===== config.mk =====
export PLATFORM = sky130hd
export DESIGN_NAME = combo_entry
export DESIGN_NICKNAME = d
export VERILOG_FILES = /design/src/rtl/combo_entry_pkg.sv /design/src/rtl/combo_entry_btn_debounce.sv /design/src/rtl/combo_entry.sv
export SDC_FILE = /design/constraint.sdc
export NUM_CORES = 1
export LEC_CHECK = 0
export ABC_AREA = 1
export CAP_MARGIN = 0
export CORE_UTILIZATION = 55
export DETAILED_ROUTE_END_ITERATION = 10
export HOLD_SLACK_MARGIN = 0.02
export PLACE_DENSITY = 0.75
export SYNTH_ARGS = -nofsm -noshare
export SYNTH_HDL_FRONTEND = slang
export SYNTH_SLANG_ARGS = --single-unit

===== constraint.sdc =====
create_clock -name clk -period 1.65 [get_ports clk]
set_clock_uncertainty 0.2 [all_clocks]
set_input_delay 0.165 -clock clk [delete_from_list [all_inputs] [get_ports clk]]
set_output_delay 0.165 -clock clk [all_outputs]
set_load 0.01 [all_outputs]

===== src/rtl/combo_entry_pkg.sv =====
// Shared definitions for the combination-entry block and the lock display:
// FSM state encoding and the hex-to-7-segment glyph table.
package combo_entry_pkg;

    typedef enum logic [1:0] {
        ST_IDLE = 2'd0,
        ST_EDIT = 2'd1,
        ST_SEND = 2'd2
    } state_e;

    // Active-low segments, bit order {g,f,e,d,c,b,a}.
    // Entry 0 is the least significant element of the packed array, so the list
    // below runs from glyph F down to glyph 0.
    localparam logic [15:0][6:0] SEG_TABLE = {
        7'h0E, 7'h06, 7'h21, 7'h46,   // F E d C
        7'h03, 7'h08, 7'h10, 7'h00,   // b A 9 8
        7'h78, 7'h02, 7'h12, 7'h19,   // 7 6 5 4
        7'h30, 7'h24, 7'h79, 7'h40    // 3 2 1 0
    };

    localparam logic [6:0] SEG_BLANK_ZERO = 7'h40;

    function automatic logic [6:0] hex_to_seg(input logic [3:0] digit);
        return SEG_TABLE[digit];
    endfunction

endpackage


===== src/rtl/combo_entry_btn_debounce.sv =====
// Button conditioning: 2-flop synchronizer, counting debouncer and a
// one-cycle press pulse on each accepted 0->1 transition of the debounced level.
module btn_debounce #(
    parameter int DEBOUNCE_CYCLES = 16
) (
    input  logic clk,
    input  logic rst,
    input  logic btn_i,
    output logic press_o
);

    localparam int CW = $clog2(DEBOUNCE_CYCLES + 1);
    localparam logic [CW-1:0] CNT_LAST = CW'(DEBOUNCE_CYCLES - 1);

    logic          sync1_q, sync2_q;
    logic          level_q, level_d;
    logic [CW-1:0] cnt_q, cnt_d;
    logic          armed_q, armed_d;
    logic [CW-1:0] arm_cnt_q, arm_cnt_d;
    logic          press_q;
    logic          flip;

    // A flip happens on the cycle the synchronized input has disagreed with the
    // debounced level for the full window.
    assign flip = (sync2_q != level_q) && (cnt_q == CNT_LAST);

    // Two-flop synchronizer for the raw asynchronous button.
    always_ff @(posedge clk) begin
        if (rst) begin
            sync1_q <= 1'b0;
            sync2_q <= 1'b0;
        end else begin
            sync1_q <= btn_i;
            sync2_q <= sync1_q;
        end
    end

    // Debounce: count consecutive disagreeing cycles, restart on any agreement.
    always_comb begin
        level_d = level_q;
        cnt_d   = cnt_q;
        if (sync2_q == level_q) begin
            cnt_d = '0;
        end else if (flip) begin
            level_d = sync2_q;
            cnt_d   = '0;
        end else begin
            cnt_d = cnt_q + 1'b1;
        end
    end

    // Arming: after reset a press only counts once the button has been seen
    // released for a full debounce window, so a button held through reset
    // release never produces an event until it is let go and pressed again.
    always_comb begin
        armed_d   = armed_q;
        arm_cnt_d = arm_cnt_q;
        if (!armed_q) begin
            if (sync2_q) begin
                arm_cnt_d = '0;
            end else if (arm_cnt_q == CNT_LAST) begin
                armed_d = 1'b1;
            end else begin
                arm_cnt_d = arm_cnt_q + 1'b1;
            end
        end
    end

    // Debouncer, arming and press-pulse state registers.
    always_ff @(posedge clk) begin
        if (rst) begin
            level_q   <= 1'b0;
            cnt_q     <= '0;
            armed_q   <= 1'b0;
            arm_cnt_q <= '0;
            press_q   <= 1'b0;
        end else begin
            level_q   <= level_d;
            cnt_q     <= cnt_d;
            armed_q   <= armed_d;
            arm_cnt_q <= arm_cnt_d;
            press_q   <= flip && sync2_q && armed_q;
        end
    end

    assign press_o = press_q;

endmodule


===== src/rtl/combo_entry.sv =====
// Two-digit hex combination entry: three debounced buttons edit a {hi,lo}
// digit pair, submit offers it to the lock over a valid/ready handshake.
module combo_entry
    import combo_entry_pkg::*;
#(
    parameter int DEBOUNCE_CYCLES = 16
) (
    input  logic       clk,
    input  logic       rst,
    input  logic       en,
    input  logic       btn_inc,
    input  logic       btn_next,
    input  logic       btn_submit,
    input  logic       attempt_ready,
    output logic       attempt_valid,
    output logic [7:0] passcode_attempt,
    output logic       sel_hi,
    output logic [6:0] led1,
    output logic [6:0] led0
);

    logic inc_evt, next_evt, submit_evt;

    btn_debounce #(.DEBOUNCE_CYCLES(DEBOUNCE_CYCLES)) u_db_inc (
        .clk     (clk),
        .rst     (rst),
        .btn_i   (btn_inc),
        .press_o (inc_evt)
    );

    btn_debounce #(.DEBOUNCE_CYCLES(DEBOUNCE_CYCLES)) u_db_next (
        .clk     (clk),
        .rst     (rst),
        .btn_i   (btn_next),
        .press_o (next_evt)
    );

    btn_debounce #(.DEBOUNCE_CYCLES(DEBOUNCE_CYCLES)) u_db_submit (
        .clk     (clk),
        .rst     (rst),
        .btn_i   (btn_submit),
        .press_o (submit_evt)
    );

    state_e     state_q;
    logic [3:0] hi_q, lo_q;
    logic       sel_hi_q;
    logic       valid_q;
    logic [6:0] led1_q, led0_q;

    // Entry FSM with digit registers; valid is high exactly while in SEND, so
    // it never depends on attempt_ready combinationally. The displays trail the
    // digit registers by one cycle.
    always_ff @(posedge clk) begin
        if (rst) begin
            state_q  <= ST_IDLE;
            hi_q     <= 4'h0;
            lo_q     <= 4'h0;
            sel_hi_q <= 1'b0;
            valid_q  <= 1'b0;
            led1_q   <= SEG_BLANK_ZERO;
            led0_q   <= SEG_BLANK_ZERO;
        end else begin
            led1_q <= hex_to_seg(hi_q);
            led0_q <= hex_to_seg(lo_q);
            if (!en) begin
                // Disable wins over every event and any offered attempt.
                state_q  <= ST_IDLE;
                hi_q     <= 4'h0;
                lo_q     <= 4'h0;
                sel_hi_q <= 1'b0;
                valid_q  <= 1'b0;
            end else begin
                case (state_q)
                    ST_IDLE: begin
                        hi_q     <= 4'h0;
                        lo_q     <= 4'h0;
                        sel_hi_q <= 1'b0;
                        valid_q  <= 1'b0;
                        state_q  <= ST_EDIT;
                    end
                    ST_EDIT: begin
                        if (submit_evt) begin
                            // Submit drops any coincident inc/next.
                            state_q <= ST_SEND;
                            valid_q <= 1'b1;
                        end else begin
                            // Inc uses the pre-toggle selection when next coincides.
                            if (inc_evt) begin
                                if (sel_hi_q) hi_q <= hi_q + 4'd1;
                                else          lo_q <= lo_q + 4'd1;
                            end
                            if (next_evt) begin
                                sel_hi_q <= ~sel_hi_q;
                            end
                        end
                    end
                    ST_SEND: begin
                        if (valid_q && attempt_ready) begin
                            state_q  <= ST_EDIT;
                            hi_q     <= 4'h0;
                            lo_q     <= 4'h0;
                            sel_hi_q <= 1'b0;
                            valid_q  <= 1'b0;
                        end
                    end
                    default: begin
                        state_q <= ST_IDLE;
                        valid_q <= 1'b0;
                    end
                endcase
            end
        end
    end

    assign attempt_valid    = valid_q;
    assign passcode_attempt = {hi_q, lo_q};
    assign sel_hi           = sel_hi_q;
    assign led1             = led1_q;
    assign led0             = led0_q;

endmodule

== Word-level counts from Yosys, hierarchy flattened ==
Memories as Yosys holds them, arrays and structs flattened. A register that Yosys moved wholly into a read port is not among the register bits.
Index checks and enable logic that the tools add are counted.
Word-level totals
  register bits: 57
  memories kept: 2
  word-level logic and storage cells: 127
  output and inout bits: 24
  bits of input ports: 7
  bits in read-only memories: 224
Operators by class
  add/sub/neg operators: 8
  reduce and logical (&&, ||, !) cells: 26
  bitwise operators: 8
  equal/unequal tests: 24
  mux-type cells: 33
Memories
  (no name shown): words 16, width 7, read ports 1, clocked after Yosys merged registers in 1, wr ports 0, line combo_entry_pkg.sv:24  | return SEG_TABLE[digit];
  (no name shown): words 16, width 7, read ports 1, clocked after Yosys merged registers in 1, wr ports 0, line combo_entry_pkg.sv:24
Operators with widths (count)
  adder 5 x 1 -> 5 bit, second input constant: 6
  equality test 5 x 4 -> 1 bit, second input constant: 6
  two-way mux 5 bit: 6
  two-way mux 4 bit: 7
  one-hot mux 4 bit (3 select lines): 2
  AND reduction 2 bit: 7
  two-way mux 1 bit: 13
  inequality test 2 x 1 -> 1 bit, second input constant: 6
  logical AND 1 bit: 10
  AND reduction 5 bit: 2
  OR reduction 3 bit: 3
  adder 4 x 1 -> 4 bit, second input constant: 2
  inequality test 2 bit, second input constant: 4
  inverter 1 bit: 8
  one-hot mux 2 bit (3 select lines): 1
  two-way mux 2 bit: 2
  AND reduction 4 bit: 1
  equality test 1 bit: 3
  inequality test 1 bit: 3
  one-hot mux 1 bit (3 select lines): 1
  nonzero test 3 bit: 1
  equality test 2 x 1 -> 1 bit, second input constant: 1
  equality test 2 bit, second input constant: 1
  zero test 2 bit: 1
  other kinds (2): 2

== Longest topological paths before layout ==
  depth after elaboration: 5
  gate-level depth with buffers: 10
  depth with buffers taken out: 10

== Cells and area by module ==
From an unflattened synthesis, not the netlist that was laid out.
Second synthesis, totals
  cells, all modules: 431
  area total of the unflattened synthesis: 3313.2 um^2
By module, submodules not included
  btn_debounce: cells an instance 77, times used 3, area each 631.9 um^2, sequential area each 300.3 um^2
  combo_entry: cells an instance 200, times used 1, area each 1417.6 um^2, sequential area each 500.5 um^2

== Least setup slack after synthesis ==
OpenSTA, ideal clock, no wires.
  kind: reg2reg
  start: register u_db_submit.arm_cnt_q[0]
  end: register u_db_submit.arm_cnt_q[3]
  stages on the path, launching flop included: 11
  data required time: 1.337 ns
  period minus slack after synthesis: 1.502 ns
  buffers on the path: 0
  setup slack: 0.148 ns
  data arrival time: 1.189 ns
  setup time: 0.113 ns
  path through: dfxtp_1 ha_1 nand2_1 nor2_1 ha_1 nand2_1 nand2_1 nor2_1 nand2_1 nand2_1 nor2_1
Between the ends
  cells in the longest elaborated chain, start to end: 3
  elaborated cells between the ends (all ways): 6
  those cells by class: add/sub (1); eq/ne (2); mux (2); reduce/logical (1)
Ends and longest elaborated chain
  start, declared: line combo_entry_btn_debounce.sv:19  | logic [CW-1:0] arm_cnt_q, arm_cnt_d;
  start signal, assigned: line combo_entry_btn_debounce.sv:81  | arm_cnt_q <= arm_cnt_d;
  adder 5 x 1 -> 5 bit / equality test 5 x 4 -> 1 bit (equally long branches): line combo_entry_btn_debounce.sv:64, combo_entry_btn_debounce.sv:61
  two-way mux 5 bit / inequality test 2 x 1 -> 1 bit (equally long branches)
  two-way mux 5 bit / AND reduction 2 bit (equally long branches)
Parallel ways exist; a longest one is shown, timed or not. The select of a mux whose other input is x is not followed.
A chain may end at the register's enable or synchronous reset.

== Worst setup path in the final report ==
  start: register hi_q[3]
  end: output port passcode_attempt[7]
RTL lines
  start, declared: line combo_entry.sv:46  | logic [3:0] hi_q, lo_q;
  start signal, assigned: line combo_entry.sv:90  | if (sel_hi_q) hi_q <= hi_q + 4'd1;
  end, declared: line combo_entry.sv:16  | output logic [7:0] passcode_attempt,
No word-level cell between the ends.

==> results.py <==
metrics = {
    "status": {
        "status": "complete, no violations",
    },
    "layout": {
        "antenna_cells": 0,
        "multi_input_area_sq_mm": 0.00156,
        "fin_nets": 505,
        "n_fill_cell": 457,
        "fin_util_pct": 71.4,
        "regArea_sq_mm": 0.00142,
        "areaGrowthSynthToFinish_pct": 24.6,
        "drive_gt1_share_pct": 18.4,
    },
    "pwr": {
        "p_total_mw": 3.41,
        "p_comb_share_pct": 8.4,
        "p_leak_nw": 1.74,
        "peakVddDrop_mv": 0.653,
        "clkPwrFrac_pct": 39.7,
        "sequentialPowerShare_pct": 51.9,
        "power_density_mw_per_mm2": 863,
        "intPower_mw": 2.61,
        "p_sw_mw": 0.804,
        "switching_share_pct": 23.6,
    },
    "grt": {
        "grt-ovfl-total": 0,
        "grtUsageTotal_pct": 21.5,
        "grt_pass1_vias": 2460,
        "grt_first_pass_wirelength_um": 10200,
        "antenna_found_initial": 0,
        "grt_start_max_net_pins": 29,
    },
    "place": {
        "place_congestion": 0.839,
        "port_buffers": 30,
        "hpwl_um": 4420,
        "dp_slack_ns": 0.00488,
    },
    "min_path": {
        "min_path_cells": 3,
        "hp-class": "primary input to register",
        "hp-start": "btn_submit",
        "whs_endpoint": "u_db_submit.sync1_q$_SDFF_PP0_",
    },
    "worst_setup_path": {
        "crit_buf_inv": 1,
        "cp-start-kind": "register",
        "cp_top_family": "buffers and inverters",
        "rr_startpoint": "u_db_submit.cnt_q[1]$_SDFF_PP0_",
        "crit_cells": 1,
        "worstReg2RegEnd": "u_db_submit.cnt_q[2]$_SDFF_PP0_",
        "reg2reg_depth": 7,
        "r2r_setup_slack_ns": 0.06,
        "max_stage_delay_ns": 0.55,
        "crit_required_ns": 1.28,
        "crit_type": "register to primary output",
        "cp_slowest_cell": "clkdlybuf4s50_1",
        "critPathMaxFanout": 2,
        "critPathCaptureType": "primary output",
        "crit_chain": "clkdlybuf4s50_1",
        "worstPathArrival_ns": 1.23,
    },
    "floorplan": {
        "die_w_um": 78.0,
        "start_util_pct": 57.3,
        "rows": 27,
        "die_height_um": 78.0,
        "num_io_pins": 31,
        "fp.coreArea_sq_mm": 0.00554,
        "die_area_sq_mm": 0.00608,
    },
    "timing": {
        "fin_ws_ns": 0.0521,
        "min_period_over_period_pct": 96.8,
        "fmax_mhz": 626,
        "final_max_slew_viol_count": 0,
        "min_period_ns": 1.60,
        "setup_viol": 0,
        "hold_ws_ns": 0.140,
        "finalHoldViolCount": 0,
        "worst-slew-pin-transition_ns": 0.317,
        "relSlewSlack_pct": 78.9,
        "finalSetupTns_ns": 0,
    },
    "route": {
        "via_per_inst": 4.94,
        "drc": 0,
        "ant_nets": 0,
        "wl_per_cell_um": 11.6,
        "first_pass_iters": 5,
        "wl_um": 6370,
        "drt_iter0_markers": 162,
        "vias": 2721,
    },
    "synth": {
        "synth_top_cell_by_area": "dfxtp_1",
        "synth_compound_area_share_pct": 10.6,
        "muxShareOfSynthArea_pct": 0,
        "syn_inst": 425,
        "netlist_area_sq_mm": 0.00317,
        "postSynthAreaPerCell_sq_um": 7.47,
        "yosysTopAreaCellShare_pct": 44.1,
        "synth_top_family_by_area": "simple AND/OR/NAND/NOR gates",
        "synth_nets": 456,
        "synth_fa_ha_area_share_pct": 9.46,
        "synthDistinctLibCells": 26,
        "yosys_warnings": 0,
        "ys_seq_elements": 70,
        "synthXorXnorAreaFrac_pct": 0.276,
        "synth.area.top_cells": "dfxtp_1, ha_1, nand2_1",
        "yosysSeqAreaShare_pct": 44.1,
        "yosys.area_share.simple_pct": 26.1,
    },
    "job": {
        "drv_cap": 0,
    },
    "cts": {
        "cts-root-buf": "clkbuf_8",
        "hold_buffers": 0,
        "clockBufferDepth": 2,
        "cts_made_buffers": 9,
        "ctsHtreeMaxLevel": 3,
        "clk_pin_slew_ns": 0.07,
        "clkLatencyLatePin_ns": 0.34,
        "tritoncts": "built",
        "numClockSinks": 70,
    },
}
==> flip-flops by register name, summed over array words and instances (netlist names), 5 cells and up <==
| register | count |
|---|---|
| led0 | 7 |
| led1 | 7 |
| u_db_inc.cnt_q | 5 |
| u_db_next.cnt_q | 5 |
| u_db_submit.arm_cnt_q | 5 |
| u_db_inc.arm_cnt_q | 5 |
| u_db_submit.cnt_q | 5 |
| u_db_next.arm_cnt_q | 5 |
==> worst max-delay path by stage <==
| stage | from | to |
|---|---|---|
| finish | hi_q[3]$_SDFFE_PP0P_ | passcode_attempt[7] |
| global route | u_db_submit.cnt_q[1]$_SDFF_PP0_ | u_db_submit.cnt_q[2]$_SDFF_PP0_ |
| CTS | hi_q[0]$_SDFFE_PP0P_ | passcode_attempt[4] |
| detailed placement | u_db_submit.cnt_q[0]$_SDFF_PP0_ | u_db_submit.cnt_q[2]$_SDFF_PP0_ |
| global placement | u_db_submit.cnt_q[0]$_SDFF_PP0_ | u_db_submit.cnt_q[2]$_SDFF_PP0_ |
| floorplan | u_db_submit.arm_cnt_q[0]$_SDFFE_PP0P_ | u_db_submit.arm_cnt_q[3]$_SDFFE_PP0P_ |
==> synth_stat cells (all sizes together) <==
cell type  number
o22ai           3
o21ai          24
nor2           69
nand4           5
a21oi          31
nor3b           3
xor2            1
dfxtp          70
ha             24
buf             9
inv            66
a211oi          3
nand3          27
nor3            3
nand2          85
o211ai          2
==> power groups by stage <==
stage	registers, mW	clock network [mW]	logic (mW)
after floorplan	1.81	0	0.155
after global placement	1.80	0	0.270
after detailed placement	1.80	0	0.276
after CTS	1.77	1.39	0.276
after global routing	1.78	1.46	0.320
final	1.77	1.36	0.285
==> cells by family (layout without fill, tap and decap cells) <==
kind of cell / Yosys count / count (layout)
DFF: 70 / 70
AOI/OAI and AO/OA: 63 / 63
adders and majority gates: 24 / 24
xor gates and xnor gates: 1 / 1
and+or+nand+nor: 192 / 192
buffers and inverters: 75 / 129
==> area by class of cell <==
cell class,count,share of cell area (%)
sequential,70,35.9
clock inverter,3,1.11
inverter,66,6.26
clock buffer,13,3.76
tap,72,2.28
multi-input combinational,280,39.4
timing repair buffer,47,11.3
==> cell usage in the layout, fill, tap and decap left out, types with 4 or more instances in the layout <==
cell / count
dlygate4sd2_1: 4
nand4_1: 5
ha_1: 15
nor2_1: 63
inv_2: 9
nand2_1: 72
o21ai_0: 21
nand2_2: 11
dfxtp_2: 14
inv_1: 57
ha_2: 8
clkdlybuf4s50_1: 22
buf_4: 16
dlymetal6s2s_1: 4
nand3_1: 25
a21oi_1: 30
clkbuf_8: 10
dfxtp_1: 56
==> repair_timing <==
item                                    CTS  global route
endpoints found under the setup margin    8            34
setup buffers                             0             2
resized for setup                         9            46
pin swaps                                 1            10
==> metrics by stage <==
| stage | cell area, sq um | cells |
|---|---|---|
| finish | 3960 | 551 |
| global route | 3960 | 551 |
| CTS | 3830 | 549 |
| detailed placement | 3640 | 533 |
| global placement | 3640 | 533 |
| floorplan | 3170 | 425 |
==> layer usage <==
metal  vias up  routed length, um  track usage [%]
li1       1443                  -                -
met1      1220               2910             25.0
met2        48               3150             37.3
met3        10                224             6.12
met4         0                 91             8.52
met5         -                  0                0
Power figures use the tool's default switching activity.
